==> config.mk <==
export PLATFORM = sky130hd
export DESIGN_NAME = gf180mcu_fd_sc_mcu9t5v0__idle_det4
export DESIGN_NICKNAME = d
export VERILOG_FILES = /design/src/rtl/gf180mcu_fd_sc_mcu9t5v0__idle_det4_pkg.sv /design/src/rtl/gf180mcu_fd_sc_mcu9t5v0__idle_det4_sync.sv /design/src/rtl/gf180mcu_fd_sc_mcu9t5v0__idle_det4.sv
export SDC_FILE = /design/constraint.sdc
export NUM_CORES = 1
export LEC_CHECK = 0
export CORE_MARGIN = 2
export CORE_UTILIZATION = 47
export CTS_CLUSTER_DIAMETER = 100
export DETAILED_ROUTE_END_ITERATION = 16
export PLACE_DENSITY = 0.73
export SLEW_MARGIN = 20
export SYNTH_ARGS = -nofsm -noshare
export SYNTH_HDL_FRONTEND = slang
export SYNTH_SLANG_ARGS = --single-unit
==> constraint.sdc <==
create_clock -name CLK -period 2.5 [get_ports CLK]
set_input_delay 0.75 -clock CLK [delete_from_list [all_inputs] [get_ports CLK]]
set_output_delay 0.75 -clock CLK [all_outputs]
set_load 0.01 [all_outputs]
==> src/rtl/gf180mcu_fd_sc_mcu9t5v0__idle_det4_pkg.sv <==
// -----------------------------------------------------------------------------
// gf180mcu_fd_sc_mcu9t5v0__idle_det4_pkg
// Shared definitions for the four-input idle detector: FSM state encoding,
// default synchroniser depth and hold length, and the wake counter width
// with its saturating increment helper.
// -----------------------------------------------------------------------------
package gf180mcu_fd_sc_mcu9t5v0__idle_det4_pkg;

    typedef enum logic [1:0] {
        ST_ACTIVE = 2'b00,
        ST_SETTLE = 2'b01,
        ST_IDLE   = 2'b10
    } state_t;

    localparam int DEF_SYNC_STAGES = 2;
    localparam int DEF_HOLD_CYCLES = 8;
    localparam int WAKE_CNT_W      = 8;

    localparam logic [WAKE_CNT_W-1:0] WAKE_CNT_MAX = '1;

    // Saturating increment: holds at all-ones instead of wrapping to zero.
    function automatic logic [WAKE_CNT_W-1:0] sat_inc(input logic [WAKE_CNT_W-1:0] v);
        if (v == WAKE_CNT_MAX) begin
            return v;
        end
        return v + 1'b1;
    endfunction

endpackage

==> src/rtl/gf180mcu_fd_sc_mcu9t5v0__idle_det4_sync.sv <==
// -----------------------------------------------------------------------------
// gf180mcu_fd_sc_mcu9t5v0__idle_det4_sync
// Parameterised 1-bit synchroniser chain. Every flop resets to 1 so that a
// line is considered active until real samples have flushed the chain.
//
// Ports:
//   i_clk    clock, rising edge
//   i_rst_n  asynchronous active-low reset
//   i_d      asynchronous input bit
//   o_q      synchronised output (last stage of the chain)
// -----------------------------------------------------------------------------
module gf180mcu_fd_sc_mcu9t5v0__idle_det4_sync
    import gf180mcu_fd_sc_mcu9t5v0__idle_det4_pkg::*;
#(
    parameter int SYNC_STAGES = DEF_SYNC_STAGES
) (
    input  logic i_clk,
    input  logic i_rst_n,
    input  logic i_d,
    output logic o_q
);

    logic [SYNC_STAGES-1:0] r_chain;

    always_ff @(posedge i_clk or negedge i_rst_n) begin
        if (!i_rst_n) begin
            r_chain <= '1;
        end else begin
            r_chain <= {r_chain[SYNC_STAGES-2:0], i_d};
        end
    end

    assign o_q = r_chain[SYNC_STAGES-1];

endmodule

==> src/rtl/gf180mcu_fd_sc_mcu9t5v0__idle_det4.sv <==
// -----------------------------------------------------------------------------
// gf180mcu_fd_sc_mcu9t5v0__idle_det4
// Four-input idle detector. Each activity line is synchronised, the four
// synchronised bits are NOR-ed into Z, and an ACTIVE/SETTLE/IDLE FSM requires
// Z high for HOLD_CYCLES consecutive enabled cycles before declaring idle.
// Leaving idle because of input activity produces a one-cycle WAKE pulse and
// bumps a saturating WAKE counter; leaving because EN dropped does not.
//
// Ports:
//   CLK       clock, rising edge
//   RN        asynchronous active-low reset
//   A1..A4    asynchronous activity lines, high = active
//   EN        synchronous detector enable
//   IDLE      registered, high while in the IDLE state
//   WAKE      registered one-cycle pulse on activity-caused idle exit
//   WAKE_CNT  registered saturating count of WAKE pulses
// -----------------------------------------------------------------------------
module gf180mcu_fd_sc_mcu9t5v0__idle_det4
    import gf180mcu_fd_sc_mcu9t5v0__idle_det4_pkg::*;
#(
    parameter int SYNC_STAGES = DEF_SYNC_STAGES,
    parameter int HOLD_CYCLES = DEF_HOLD_CYCLES
) (
    input  logic                  CLK,
    input  logic                  RN,
    input  logic                  A1,
    input  logic                  A2,
    input  logic                  A3,
    input  logic                  A4,
    input  logic                  EN,
    output logic                  IDLE,
    output logic                  WAKE,
    output logic [WAKE_CNT_W-1:0] WAKE_CNT
);

    // Counter only ever reaches HOLD_CYCLES-1.
    localparam int               CNT_W    = $clog2(HOLD_CYCLES);
    localparam logic [CNT_W-1:0] CNT_LAST = CNT_W'(HOLD_CYCLES - 1);

    logic [3:0] w_a_async;
    logic [3:0] w_a_sync;
    logic       w_z;

    state_t                r_state;
    logic [CNT_W-1:0]      r_cnt;
    logic                  r_wake;
    logic [WAKE_CNT_W-1:0] r_wake_cnt;

    state_t                w_state_nxt;
    logic [CNT_W-1:0]      w_cnt_nxt;
    logic                  w_wake_nxt;
    logic [WAKE_CNT_W-1:0] w_wake_cnt_nxt;

    assign w_a_async = {A4, A3, A2, A1};

    for (genvar g = 0; g < 4; g++) begin : gen_sync
        gf180mcu_fd_sc_mcu9t5v0__idle_det4_sync #(
            .SYNC_STAGES (SYNC_STAGES)
        ) u_sync (
            .i_clk   (CLK),
            .i_rst_n (RN),
            .i_d     (w_a_async[g]),
            .o_q     (w_a_sync[g])
        );
    end

    assign w_z = ~|w_a_sync;

    always_ff @(posedge CLK or negedge RN) begin
        if (!RN) begin
            r_state    <= ST_ACTIVE;
            r_cnt      <= '0;
            r_wake     <= 1'b0;
            r_wake_cnt <= '0;
        end else begin
            r_state    <= w_state_nxt;
            r_cnt      <= w_cnt_nxt;
            r_wake     <= w_wake_nxt;
            r_wake_cnt <= w_wake_cnt_nxt;
        end
    end

    always_comb begin
        w_state_nxt    = ST_ACTIVE;
        w_cnt_nxt      = '0;
        w_wake_nxt     = 1'b0;
        w_wake_cnt_nxt = r_wake_cnt;
        case (r_state)
            ST_ACTIVE: begin
                if (EN && w_z) begin
                    w_state_nxt = ST_SETTLE;
                    w_cnt_nxt   = CNT_W'(1);
                end
            end
            ST_SETTLE: begin
                if (EN && w_z) begin
                    if (r_cnt == CNT_LAST) begin
                        w_state_nxt = ST_IDLE;
                    end else begin
                        w_state_nxt = ST_SETTLE;
                        w_cnt_nxt   = r_cnt + 1'b1;
                    end
                end
            end
            ST_IDLE: begin
                // EN low wins over activity: drop out quietly, no WAKE.
                if (EN && w_z) begin
                    w_state_nxt = ST_IDLE;
                end else if (EN) begin
                    w_wake_nxt     = 1'b1;
                    w_wake_cnt_nxt = sat_inc(r_wake_cnt);
                end
            end
            default: begin
                w_state_nxt = ST_ACTIVE;
            end
        endcase
    end

    assign IDLE     = (r_state == ST_IDLE);
    assign WAKE     = r_wake;
    assign WAKE_CNT = r_wake_cnt;

endmodule

# --- Yosys cells after proc, flatten, opt, wreduce, memory -nomap -nowiden ---
# Index checks and enable logic that the tools add are counted.
classes:
  order_cmp: 0
  add_sub_neg: 2
  shift: 0
  multipliers: 0
  div_mod_pow: 0
  eq_ne: 5
  mux: 17
  n_reduce_logical: 5
  bitwise: 1
op_table:
  columns: ["op", "n"]
  rows:
  - ["1-bit two-way mux", 9]
  - ["8-bit by 1-bit adder with 8-bit output, second input constant", 1]
  - ["8-bit == test, second input constant", 1]
  - ["8-bit two-way mux", 1]
  - ["2-bit two-way mux", 3]
  - ["3-bit two-way mux", 2]
  - ["2-bit case mux with 3 select lines", 1]
  - ["3-bit case mux with 2 select lines", 1]
  - ["4-bit AND reduction", 1]
  - ["4-bit OR reduction", 1]
  - ["3-bit by 1-bit adder with 3-bit output, second input constant", 1]
  - ["3-bit == test, second input constant", 1]
  - ["2-bit by 1-bit == test with 1-bit output, second input constant", 1]
  - ["2-bit == test, second input constant", 1]
  - ["2-bit logical NOT", 1]
  - ["2-bit inequality test, second input constant", 1]
  - ["1-bit logical AND", 1]
  - ["1-bit logical NOT", 1]
  - ["1-bit inverter", 1]
totals:
  inputBits: 7
  register_bits: 22
  output_inout_bits: 10
  latch_bits: 0
  rom_bits: 0
  memories: 0
  ramBits: 0

# --- Depth between registers and ports, before layout ---
# Gate-level depths: netlist (run 1).
logic_depth:
  depth_word: 7
  depth_mapped: 6
  ltp_nobuf: 6

# --- Modules after synthesis ---
# Synthesis (run 1) repeated with hierarchy kept, for this count alone.
hier_totals:
  cells_unflattened: 65
  area_unflattened_um2: 869.6
by_module_without_submodules:
  columns: ["module", "area_per_inst_um2", "seq_area_each_um2", "instances", "cells_each"]
  rows:
  - ["gf180mcu_fd_sc_mcu9t5v0__idle_det4", 659.4, 350.3, 1, 57]
  - ["gf180mcu_fd_sc_mcu9t5v0__idle_det4_sync", 52.6, 52.6, 4, 2]

# --- Worst setup path after synthesis (run 1) ---
# Ideal clock, no wire load.
synth_timing:
  path_kind: "input to register"
  from: "in EN"
  to: "reg r_wake_cnt[6] (netlist: WAKE_CNT[6])"
  stages: 4
  n_path_buf: 0
  t_required_ns: 2.375
  slack_ns: 0.882
  t_arrival_ns: 1.493
  cell_sequence: "nand3b_1 -> nor2_2 -> and4_1 -> mux2_4"
synth_via:
  elab_chain_cells: 3
synth_lines:
  columns: ["element", "line", "text"]
  rows:
  - ["start: declaration", "gf180mcu_fd_sc_mcu9t5v0__idle_det4.sv:30", "input logic EN,"]
  - ["1-bit logical AND", "gf180mcu_fd_sc_mcu9t5v0__idle_det4.sv:107", "if (EN && w_z) begin"]
  - ["1-bit inverter (no source line)", null, null]
  - ["4-bit AND reduction (no source line) *", null, null]
  - ["end signal: assignment", "gf180mcu_fd_sc_mcu9t5v0__idle_det4.sv:79", "r_wake_cnt <= w_wake_cnt_nxt;"]
  - ["end: declaration", "gf180mcu_fd_sc_mcu9t5v0__idle_det4.sv:47", "logic [WAKE_CNT_W-1:0] r_wake_cnt;"]
# Every way passes the cells marked *; elsewhere a longest branch is shown, timed or not.
# A chain may end at the register's enable or synchronous reset.

# --- Worst setup path in the final report (run 1) ---
layout_timing:
  from: "reg r_state[0]"
  to: "out IDLE"
layout_via:
  elab_chain_cells: 1
layout_lines:
  columns: ["element", "line", "text"]
  rows:
  - ["start: declaration", "gf180mcu_fd_sc_mcu9t5v0__idle_det4.sv:44", "state_t r_state;"]
  - ["start signal: assignment", "gf180mcu_fd_sc_mcu9t5v0__idle_det4.sv:76", "r_state <= w_state_nxt;"]
  - ["2-bit == test", "gf180mcu_fd_sc_mcu9t5v0__idle_det4.sv:120", "assign IDLE = (r_state == ST_IDLE);"]
  - ["end: declaration", "gf180mcu_fd_sc_mcu9t5v0__idle_det4.sv:31", "output logic IDLE,"]
# Every way passes these cells.

==> impl_metrics.json, run 1 <==
{
  "cts_max_path_buffers": 2,
  "cts_tree": "done",
  "antennaDiodeCount": 0,
  "slew_headroom_pct": 80.7,
  "max_cap_viol_count": 0,
  "drt_wl_total_um": 1380,
  "grt_overflow": 0,
  "fp.dieArea_sq_mm": 0.00225,
  "ys_types": 25,
  "cts_sinks": 22,
  "setup.worst_path.end_class": "primary output",
  "synth_cells": 70,
  "firstDrtPassIters": 5,
  "rsz0062_at_grt": "no",
  "ys_seq_elements": 22,
  "drv_slew": 0,
  "fmax_mhz": 448,
  "hp-class": "reg2reg",
  "viasPerCell": 4.93,
  "rows": 15,
  "hold_viol": 0,
  "drc": 0,
  "avgSynthCellArea_sq_um": 12.7,
  "worstPathRequired_ns": 1.75,
  "design.core.area_sq_mm": 0.00175,
  "die_w_um": 47.4,
  "synth.top_cells.by_count": "14 x dfrtp_1, 8 x dfstp_2, 8 x nand2_1, 8 x nor2_1",
  "drtAntennaViolNets": 0,
  "vdd_drop_max_mv": 0.484,
  "power_density_mw_per_mm2": 576,
  "clk_latency_ns": 0.30,
  "vias": 572,
  "dp_cells": 112,
  "path_class": "reg2out",
  "ys_top_cells_by_area": "dfrtp_1 39%, dfstp_2 24%, ha_1 4.2%",
  "dr.first_iter.drc_count": 13,
  "die_h_um": 47.4,
  "nets": 102,
  "grt_antenna_before_repair": 0,
  "grt_pass1_vias": 522,
  "crit_fanout": 6,
  "ys_warn_count": 0,
  "grt_pass1_wl_um": 2260,
  "initial_utilization_pct": 50.8,
  "portBuffers": 16,
  "syn_to_final_growth_pct": 28.3,
  "period_needed_ns": 2.23,
  "track_usage_pct": 15.0,
  "cts_resized": 0,
  "synth.cell_area_sq_um": 887,
  "h-tree-depth": 1,
  "dp_hpwl_um": 1020,
  "numCtsBuffers": 3,
  "cp-start-kind": "register",
  "crit_path_top_delay_cell": "clkdlybuf4s50_1",
  "fin_setup_tns_ns": 0,
  "place.gp.congestion": 0.794,
  "worst-path-buf-inv": 1,
  "cp.arrival_ns": 1.48,
  "synth-edff-count": 0,
  "path_cells": "nor2b_1 > clkdlybuf4s50_1",
  "clkTransAtPathRegs_ns": 0.12,
  "syn_nets": 80,
  "cts-hold-fix-buffers": 0,
  "finClkSkew_ns": 0.00185,
  "cp_top_family": "buffers and inverters",
  "cts-root-buf": "clkbuf_4",
  "async_flop_share_pct": 100,
  "fin_crit_sh_pct": 89.3,
  "fin_cells": 116,
  "post_cts_buffers": 0,
  "finalHoldWorstSlack_ns": 0.367,
  "finalSetupViolCount": 0,
  "critical-path-max-stage-delay_ns": 0.56,
  "grt_max_degree": 23,
  "power.leakage_uw": 0.000523,
  "seq_area_frac_synth_pct": 63.2,
  "synth_most_common_cell": "dfrtp_1",
  "synthFlopType": "dfrtp_1",
  "wl_per_cell_um": 11.9,
  "outcome": "finished, final reports clean",
  "synth_top_cell_by_area": "dfrtp_1",
  "ioPinCount": 17,
  "worst_pin_slew_ns": 0.287,
  "drive_above_1_share_pct": 19.8,
  "synth_top_area_share_pct": 39.5
}
[path summary, 6_finish.rpt]
kind | slack (ns) | from | depth (start not counted) | end
min in group asynchronous | 0.77 | RN | 2 | r_state[0]
hold reg to reg | 0.37 | gen_sync[1].u_sync.r_chain[0] | 0 | gen_sync[1].u_sync.r_chain[1]
setup reg to reg | 1.01 | WAKE_CNT[0] | 4 | WAKE_CNT[6]
hold / removal | 0.37 | gen_sync[1].u_sync.r_chain[0] | 0 | gen_sync[1].u_sync.r_chain[1]
max in group asynchronous | 1.46 | RN | 2 | gen_sync[1].u_sync.r_chain[0]
setup / recovery | 0.27 | r_state[0] | 2 | IDLE
[layer usage]
metal	track usage, %	vias to the layer above	share of wire, %
li1	-	283	-
met1	19.7	266	44
met2	23.8	19	49
met3	2.26	4	5.1
met4	8.33	0	1.7
met5	0	-	0
[area by class of cell]
class,count,area [sq um]
Multi-Input combinational cell,46,319
Clock buffer,3,22.5
Timing Repair Buffer,17,168
Clock inverter,1,30.0
Inverter,2,7.51
Sequential cell,22,561
Fill cell,137,607
Tap cell,25,31.3
[cells in the final DEF, fill, tap and decap left out]
master           netlist  layout
inv_1                  2       2
and3_1                 1       1
nand2b_1               1       1
nor2b_1                1       1
clkbuf_4               0       3
nand2_1                8       8
ha_1                   3       3
nor4_4                 1       1
clkdlybuf4s50_1        0      16
mux2_4                 1       1
xnor2_1                3       3
and4b_1                2       2
mux2i_1                2       2
and2_1                 2       2
nor3_1                 1       1
nand3b_1               1       1
o21ai_0                1       1
dfstp_2                8       8
nor2_1                 8       8
and4_1                 2       2
nand3_1                1       1
bufinv_16              0       1
nand4_1                2       2
and3_2                 1       1
a21oi_1                2       2
nor2_2                 1       1
buf_4                  0       1
mux2_2                 1       1
dfrtp_1               14      14
[cell families after synthesis]
logic type | count (synthesis) | synth area share [%]
and+or+nand+nor | 33 | 21.9
DFF | 22 | 63.2
muxes | 4 | 5.22
AOI/OAI and AO/OA | 3 | 1.69
xor gates and xnor gates | 3 | 2.96
adders and majority gates | 3 | 4.23
buffers and inverters | 2 | 0.847
[stage by stage]
stage | setup slack [ns] | utilization, % | area [sq um] | power, uW
after CTS | 0.257 | 65.2 | 1140 | 667
after global placement | 0.345 | 62.2 | 1090 | 398
after global routing | 0.179 | 65.2 | 1140 | 685
final | 0.268 | 65.2 | 1140 | 656
after detailed placement | 0.307 | 62.2 | 1090 | 399
after floorplan | 0.882 | - | 887 | 380
[sequential cells by signal, summed over array words and instances, names as in the netlist]
signal	cells
gen_sync.u_sync.r_chain	8
r_state	2
WAKE	1
WAKE_CNT	8
r_cnt	3
[report_power, final]
part | internal [uW] | leakage, uW | switching [uW]
registers | 368 | 0.000269 | 4.21
logic | 10.4 | 0.000226 | 8.77
clock network | 162 | 0.0000279 | 102
No activity file was read; power rests on OpenSTA's default activity.
==> run 2, diff against run 1 <==
--- a/config.mk
+++ b/config.mk
@@ -7,9 +7,10 @@
 export LEC_CHECK = 0
 export CORE_MARGIN = 2
 export CORE_UTILIZATION = 47
-export CTS_CLUSTER_DIAMETER = 100
+export CTS_CLUSTER_DIAMETER = 120
 export DETAILED_ROUTE_END_ITERATION = 16
 export PLACE_DENSITY = 0.73
+export SKIP_LAST_GASP = 1
 export SLEW_MARGIN = 20
 export SYNTH_ARGS = -nofsm -noshare
 export SYNTH_HDL_FRONTEND = slang
==> results of run 2 <==
No change in the layout: final DEF, timing and power equal those of run 1.
